[src/rtl/rv32i_pkg.sv]
// Shared RV32I definitions used by the fetch stage: data widths, the reset PC,
// the instruction alignment mask and the fetch FSM state encoding.
package rv32i_pkg;

  localparam int XLEN = 32;

  localparam logic [XLEN-1:0] RESET_PC_DEFAULT = 32'h0000_0000;

  // Low PC bits that must be zero for a legal 32-bit instruction address
  localparam logic [1:0] INSTR_ALIGN_MASK = 2'b11;

  typedef enum logic {
    RUN  = 1'b0,
    HALT = 1'b1
  } fetch_state_e;

  function automatic logic is_aligned(input logic [1:0] addr_lo);
    return (addr_lo & INSTR_ALIGN_MASK) == 2'b00;
  endfunction

endpackage

[src/rtl/fetch_unit_if.sv]
// Decode-side handshake of the fetch stage: head instruction, its PC and
// the valid/ready pair. The fetch unit is the master, decode the slave.
interface fetch_unit_if #(
  parameter int AW = rv32i_pkg::XLEN,
  parameter int DW = rv32i_pkg::XLEN
);

  logic          out_valid;
  logic          out_ready;
  logic [AW-1:0] out_pc;
  logic [DW-1:0] out_instr;

  modport master (
    output out_valid,
    output out_pc,
    output out_instr,
    input  out_ready
  );

  modport slave (
    input  out_valid,
    input  out_pc,
    input  out_instr,
    output out_ready
  );

endinterface

[src/rtl/fetch_fifo.sv]
// Two-entry FIFO holding {pc, instr} pairs between instruction memory and
// decode. Entry 0 is always the head, so the read port is a plain register.
module fetch_fifo #(
  parameter int W = 64
) (
  input  logic         clk,
  input  logic         rst_n,
  input  logic         push,
  input  logic         pop,
  input  logic         flush,
  input  logic [W-1:0] wdata,
  output logic [W-1:0] rdata,
  output logic [1:0]   count
);

  logic [W-1:0] entry0_q, entry0_d;
  logic [W-1:0] entry1_q, entry1_d;
  logic [1:0]   count_q, count_d;
  logic [1:0]   level;
  logic         do_pop;
  logic         do_push;

  // Next-state: pop shifts entry 1 into the head, push lands in the first
  // free slot left after that shift; flush simply empties the queue.
  always_comb begin
    entry0_d = entry0_q;
    entry1_d = entry1_q;
    count_d  = count_q;
    do_pop   = pop && (count_q != 2'd0);
    do_push  = push && ((count_q != 2'd2) || do_pop);
    level    = count_q - {1'b0, do_pop};
    if (flush) begin
      count_d = 2'd0;
    end else begin
      if (do_pop) begin
        entry0_d = entry1_q;
      end
      if (do_push) begin
        if (level == 2'd0) begin
          entry0_d = wdata;
        end else begin
          entry1_d = wdata;
        end
      end
      count_d = level + {1'b0, do_push};
    end
  end

  // Storage and occupancy registers, cleared on reset
  always_ff @(posedge clk or negedge rst_n) begin
    if (!rst_n) begin
      entry0_q <= '0;
      entry1_q <= '0;
      count_q  <= 2'd0;
    end else begin
      entry0_q <= entry0_d;
      entry1_q <= entry1_d;
      count_q  <= count_d;
    end
  end

  assign rdata = entry0_q;
  assign count = count_q;

endmodule

[src/rtl/fetch_unit.sv]
// Instruction-fetch stage: owns the PC, addresses instruction memory,
// buffers returned instructions in a 2-entry FIFO and hands them to decode.
// Redirects flush the buffer; a misaligned target halts fetch.
module fetch_unit
  import rv32i_pkg::*;
#(
  parameter int            AW       = XLEN,
  parameter int            DW       = XLEN,
  parameter logic [AW-1:0] RESET_PC = RESET_PC_DEFAULT
) (
  input  logic          clk,
  input  logic          rst_n,
  output logic [AW-1:0] imem_addr,
  input  logic [DW-1:0] imem_data,
  input  logic          redirect_valid,
  input  logic [AW-1:0] redirect_pc,
  fetch_unit_if.master  out_if,
  output logic          misalign_err
);

  fetch_state_e  state_q, state_d;
  logic [AW-1:0] pc_q, pc_d;
  logic          misalign_q, misalign_d;
  logic          push;
  logic          pop;
  logic [1:0]    fifo_count;
  logic [AW+DW-1:0] fifo_head;

  // A redirect discards whatever decode would have taken this cycle
  assign pop = out_if.out_valid && out_if.out_ready && !redirect_valid;

  // Next PC / state: redirect wins, otherwise fetch whenever the buffer will
  // have room after this cycle's pop. PC wraps naturally at 2^AW.
  always_comb begin
    state_d    = state_q;
    pc_d       = pc_q;
    misalign_d = misalign_q;
    push       = 1'b0;
    if (redirect_valid) begin
      pc_d = redirect_pc;
      if (is_aligned(redirect_pc[1:0])) begin
        state_d    = RUN;
        misalign_d = 1'b0;
      end else begin
        state_d    = HALT;
        misalign_d = 1'b1;
      end
    end else if ((state_q == RUN) && ((fifo_count != 2'd2) || pop)) begin
      push = 1'b1;
      pc_d = pc_q + AW'(4);
    end
  end

  // Fetch FSM with registered PC and sticky error flag
  always_ff @(posedge clk or negedge rst_n) begin
    if (!rst_n) begin
      state_q    <= RUN;
      pc_q       <= RESET_PC;
      misalign_q <= 1'b0;
    end else begin
      state_q    <= state_d;
      pc_q       <= pc_d;
      misalign_q <= misalign_d;
    end
  end

  fetch_fifo #(
    .W(AW + DW)
  ) u_fifo (
    .clk   (clk),
    .rst_n (rst_n),
    .push  (push),
    .pop   (pop),
    .flush (redirect_valid),
    .wdata ({pc_q, imem_data}),
    .rdata (fifo_head),
    .count (fifo_count)
  );

  assign imem_addr        = pc_q;
  assign misalign_err     = misalign_q;
  assign out_if.out_valid = (fifo_count != 2'd0);
  assign out_if.out_pc    = fifo_head[AW+DW-1:DW];
  assign out_if.out_instr = fifo_head[DW-1:0];

endmodule

[src/flat_wrapper.sv]
// flat-port wrapper written by rule: the top's interface ports become plain ports
module fetch_unit_flat import rv32i_pkg::*;
#(
  parameter int            AW       = XLEN,
  parameter int            DW       = XLEN,
  parameter logic [AW-1:0] RESET_PC = RESET_PC_DEFAULT
)
  (clk, rst_n, imem_addr, imem_data, redirect_valid, redirect_pc, misalign_err, out_if_out_valid, out_if_out_pc, out_if_out_instr, out_if_out_ready);
  fetch_unit_if #(.AW(AW), .DW(DW)) out_if_i ();
  input  logic clk;
  input  logic rst_n;
  output logic [AW-1:0] imem_addr;
  input  logic [DW-1:0] imem_data;
  input  logic redirect_valid;
  input  logic [AW-1:0] redirect_pc;
  output logic misalign_err;
  output wire logic [$bits(out_if_i.out_valid)-1:0] out_if_out_valid;
  output wire logic [$bits(out_if_i.out_pc)-1:0] out_if_out_pc;
  output wire logic [$bits(out_if_i.out_instr)-1:0] out_if_out_instr;
  input wire logic [$bits(out_if_i.out_ready)-1:0] out_if_out_ready;
  assign out_if_out_valid = out_if_i.out_valid;
  assign out_if_out_pc = out_if_i.out_pc;
  assign out_if_out_instr = out_if_i.out_instr;
  assign out_if_i.out_ready = out_if_out_ready;
  fetch_unit #(.AW(AW), .DW(DW), .RESET_PC(RESET_PC)) u_core (.clk(clk), .rst_n(rst_n), .imem_addr(imem_addr), .imem_data(imem_data), .redirect_valid(redirect_valid), .redirect_pc(redirect_pc), .out_if(out_if_i), .misalign_err(misalign_err));
endmodule
[config.mk]
export PLATFORM = sky130hd
export DESIGN_NAME = fetch_unit_flat
export DESIGN_NICKNAME = d
export VERILOG_FILES = /design/src/rtl/rv32i_pkg.sv /design/src/rtl/fetch_unit_if.sv /design/src/rtl/fetch_fifo.sv /design/src/rtl/fetch_unit.sv /design/src/flat_wrapper.sv
export SDC_FILE = /design/constraint.sdc
export NUM_CORES = 1
export LEC_CHECK = 0
export CAP_MARGIN = 20
export CORE_UTILIZATION = 25
export CTS_BUF_LIST = sky130_fd_sc_hd__clkbuf_4
export DETAILED_ROUTE_END_ITERATION = 12
export GPL_ROUTABILITY_DRIVEN = 0
export HOLD_SLACK_MARGIN = 0.15
export SETUP_SLACK_MARGIN = 0.4
export SYNTH_ARGS = -nofsm -noshare
export SYNTH_HDL_FRONTEND = slang
export SYNTH_HIERARCHICAL = 1
export SYNTH_SLANG_ARGS = --single-unit
[constraint.sdc]
create_clock -name clk -period 2.6 [get_ports clk]
set_clock_uncertainty 0.2 [all_clocks]
set_input_delay 0.65 -clock clk [delete_from_list [all_inputs] [get_ports clk]]
set_output_delay 0.65 -clock clk [all_outputs]
set_load 0.01 [all_outputs]
==> impl_metrics.ini <==
[pwr]
p_per_area_nw_per_um2 = 709.3
vdd_drop_max_mv = 0.2628
p_leak_nw = 5.251

[sta]
slew_headroom_pct = 57.36
period_share_pct = 100.7
period_minus_slack_ns = 2.619
worst-slew-pin-transition_ns = 0.6397
fin_ws_ns = -0.01913
drv_slew = 0
rsz0062_at_grt = yes
timing.fmax_mhz = 381.8
hold_violations = 0
setup_viol = 4

[cells_and_area]
fin_cells = 1288
fill_cells = 2752
area_growth_pct = 58.24
fin_nets = 960
drive_gt1_share_pct = 39.47

[drt]
vias_per_cell = 4.616
detail_route.wirelength_um = 23000
drc_errors = 0
wire_per_inst_um = 17.85
ant_nets = 0
vias = 5946
firstDrtPassIters = 5
drt_iter0_drc = 396

[run_status]
outcome = finished, violations left
violations = negative setup slack

[placed_design]
portBuffers = 165
place_ws_ns = -0.7265
place_inst = 1148
place_hpwl_um = 14040

[floorplanning]
initial_core_util_pct = 25.48
core_um2 = 28780
ioPinCount = 166
die_h_um = 173.3
die_area_um2 = 30020
fp.dieW_um = 173.3
num_rows = 62

[yosys]
synth_most_common_cell = dfrtp_1
syn_area_um2 = 7332
yosysWarnings = 6
yosysTopAreaCell = dfrtp_1
synthTopCellsByCount = 163 x dfrtp_1, 65 x and2_1, 64 x a221o_1
synth-async-reset-ratio_pct = 100.0
synth_top_area_share_pct = 55.63
ys_ff_latch = 163
synth_edf_count = 0
ys_seq_area_share_pct = 55.63
synth_cell_type_count = 47
netlist_instances = 581
synth_area_per_cell_um2 = 12.62
syn_nets = 652
synth_ff_type = dfrtp_1
synth_area_leaders = dfrtp_1 56%, a221o_1 8.7%, mux2_2 7.5%, and2_1 5.5%, mux2_1 3.2%

[grt]
grt_max_degree = 64
antenna_found_initial = 2
grt_use_total_pct = 15.48
grt_pass1_vias = 6092
grt.overflow.total = 0
grt_pass1_wl_um = 35800

[clocking]
insertion_delay_ns = 0.58
cts_made_buffers = 17
clockRootBuffer = clkbuf_4
cts_sinks = 163
clkSlewWorstSetupHoldPaths_ns = 0.15
clock_path_buffers = 2
tritoncts = done
htree_num_levels = 4

[run]
maxCapViolCount = 0

[worst_setup_path]
crit_fanout = 22
start_kind = flip-flop
reg2reg_depth = 11
reg2reg_to = u_core/u_fifo/rdata[3]
cp.required_ns = 2.86
worst-endpoint-arrival_ns = 2.88
ff2ff_setup_slack_ns = -0.02
rr_startpoint = u_core/u_fifo/count[1]
critical_path_class = flip-flop to flip-flop
end_kind = flip-flop

[min_path]
hold_start = u_core/u_fifo/entry1_q[7]
holdPathEnd = u_core/u_fifo/entry1_q[7]
whs_path_depth = 1
hold_class = flip-flop to flip-flop
stage by stage:
step           total power (W)  util (%)  hold slack [ns]  cell area (um2)  TNS (ns)
5_1_grt               0.008691     40.31           0.3280            11600    -5.845
3_5_place_dp          0.006308     34.27           0.2665             9863    -83.19
3_3_place_gp          0.006267     34.27           0.2582             9863    -77.28
4_1_cts               0.008045     38.61           0.3011            11110         0
6_report              0.008229     40.31           0.3193            11600  -0.03836
2_1_floorplan         0.004746         -           0.1544             7422    -21.49
layout make-up:
| class | count | area, um2 | share of cell area [%] |
|---|---|---|---|
| clock inverters | 15 | 162.7 | 1.402 |
| inverters | 7 | 31.28 | 0.2696 |
| repair buffers | 324 | 3261 | 28.10 |
| multi-input cells | 376 | 3433 | 29.59 |
| clock buffers | 17 | 127.6 | 1.100 |
| diodes | 2 | 5.005 | 0.04314 |
| flip-flops and latches | 163 | 4101 | 35.35 |
| well taps | 384 | 480.5 | 4.141 |
state kept, by name, indices dropped and copies added, names as in the netlist:
| signal | count |
|---|---|
| u_core/u_fifo/entry1_q | 64 |
| u_core/u_fifo/count | 2 |
| u_core/imem_addr | 32 |
| u_core/state_q | 1 |
| u_core/u_fifo/rdata | 64 |
routing by layer:
layer	up-vias	track usage [%]	wire, um
li1	2764	-	-
met1	3008	21.63	11080
met2	158	24.21	10630
met3	16	3.509	1042
met4	0	3.798	241
met5	-	0	0
power breakdown:
group | total, W | internal [W] | switching [W]
logic | 0.00294 | 0.00186 | 0.00108
clock network | 0.00155 | 0.000444 | 0.00111
registers | 0.00374 | 0.00328 | 0.000456
total | 0.00823 | 0.00559 | 0.00264
placed cells by master (no fill, tap or decap), drive strengths merged, types with 2 or more instances in the layout:
cell,count
nor4,7
o211a,2
nand4,11
and4,4
inv,15
mux2,70
dlymetal6s2s,17
clkbuf,32
o21ai,27
or2,2
clkdlybuf4s15,43
and2,65
a221o,64
xnor2,13
o211ai,2
nor3,3
clkinv,6
a21oi,2
ha,3
nor2,13
and3,5
diode,2
xor2,17
dlygate4sd2,10
or3,2
nand3,13
buf,174
nand2b,3
nand2,33
dfrtp,163
nor2b,5
clkdlybuf4s50,64
worst max-delay path, stage by stage, from the launching register on:
cell and delay, ns:
dfrtp_1 0.40, or2_4 0.26, nor2b_4 0.13, nor2b_4 0.12
ha_4 0.28, nor4bb_4 0.21, buf_4 0.16, nor4_4 0.04
buf_6 0.13, buf_12 0.15, and2_1 0.16, a221o_1 0.26
kinds of logic (layout without fill, tap and decap cells):
logic type	after synthesis	count (layout)	share of synthesized area (%)
other	0	2	0
muxes	71	71	10.89
buffers and inverters	43	363	3.498
adders and majority gates	3	3	0.5120
DFF	163	163	55.63
AOI/OAI and AO/OA	102	103	11.96
and+or+nand+nor	169	169	13.92
xor gates and xnor gates	30	30	3.584
how the worst max path moves through the flow:
stage / start / endpoint / slack, ns
after floorplan: redirect_valid / u_core/u_fifo/entry1_q[15] / -0.18
after global placement: out_if_out_ready / u_core/u_fifo/rdata[41] / -0.68
after detailed placement: out_if_out_ready / u_core/u_fifo/rdata[3] / -0.73
after CTS: u_core/u_fifo/count[1] / u_core/u_fifo/rdata[3] / 0.003
after global routing: u_core/u_fifo/count[0] / u_core/u_fifo/rdata[3] / -0.12
final: u_core/u_fifo/count[1] / u_core/u_fifo/rdata[3] / -0.02
what timing repair did:
action | CTS | global route
pin swaps | 13 | 6
hold buffers | 1 | 0
buffers inserted | 66 | 30
endpoints found under the hold margin | 55 | 0
setup endpoints to repair | 234 | 210
cloned | 9 | 0
gates resized for setup | 253 | 129
Power figures use the tool's default switching activity.
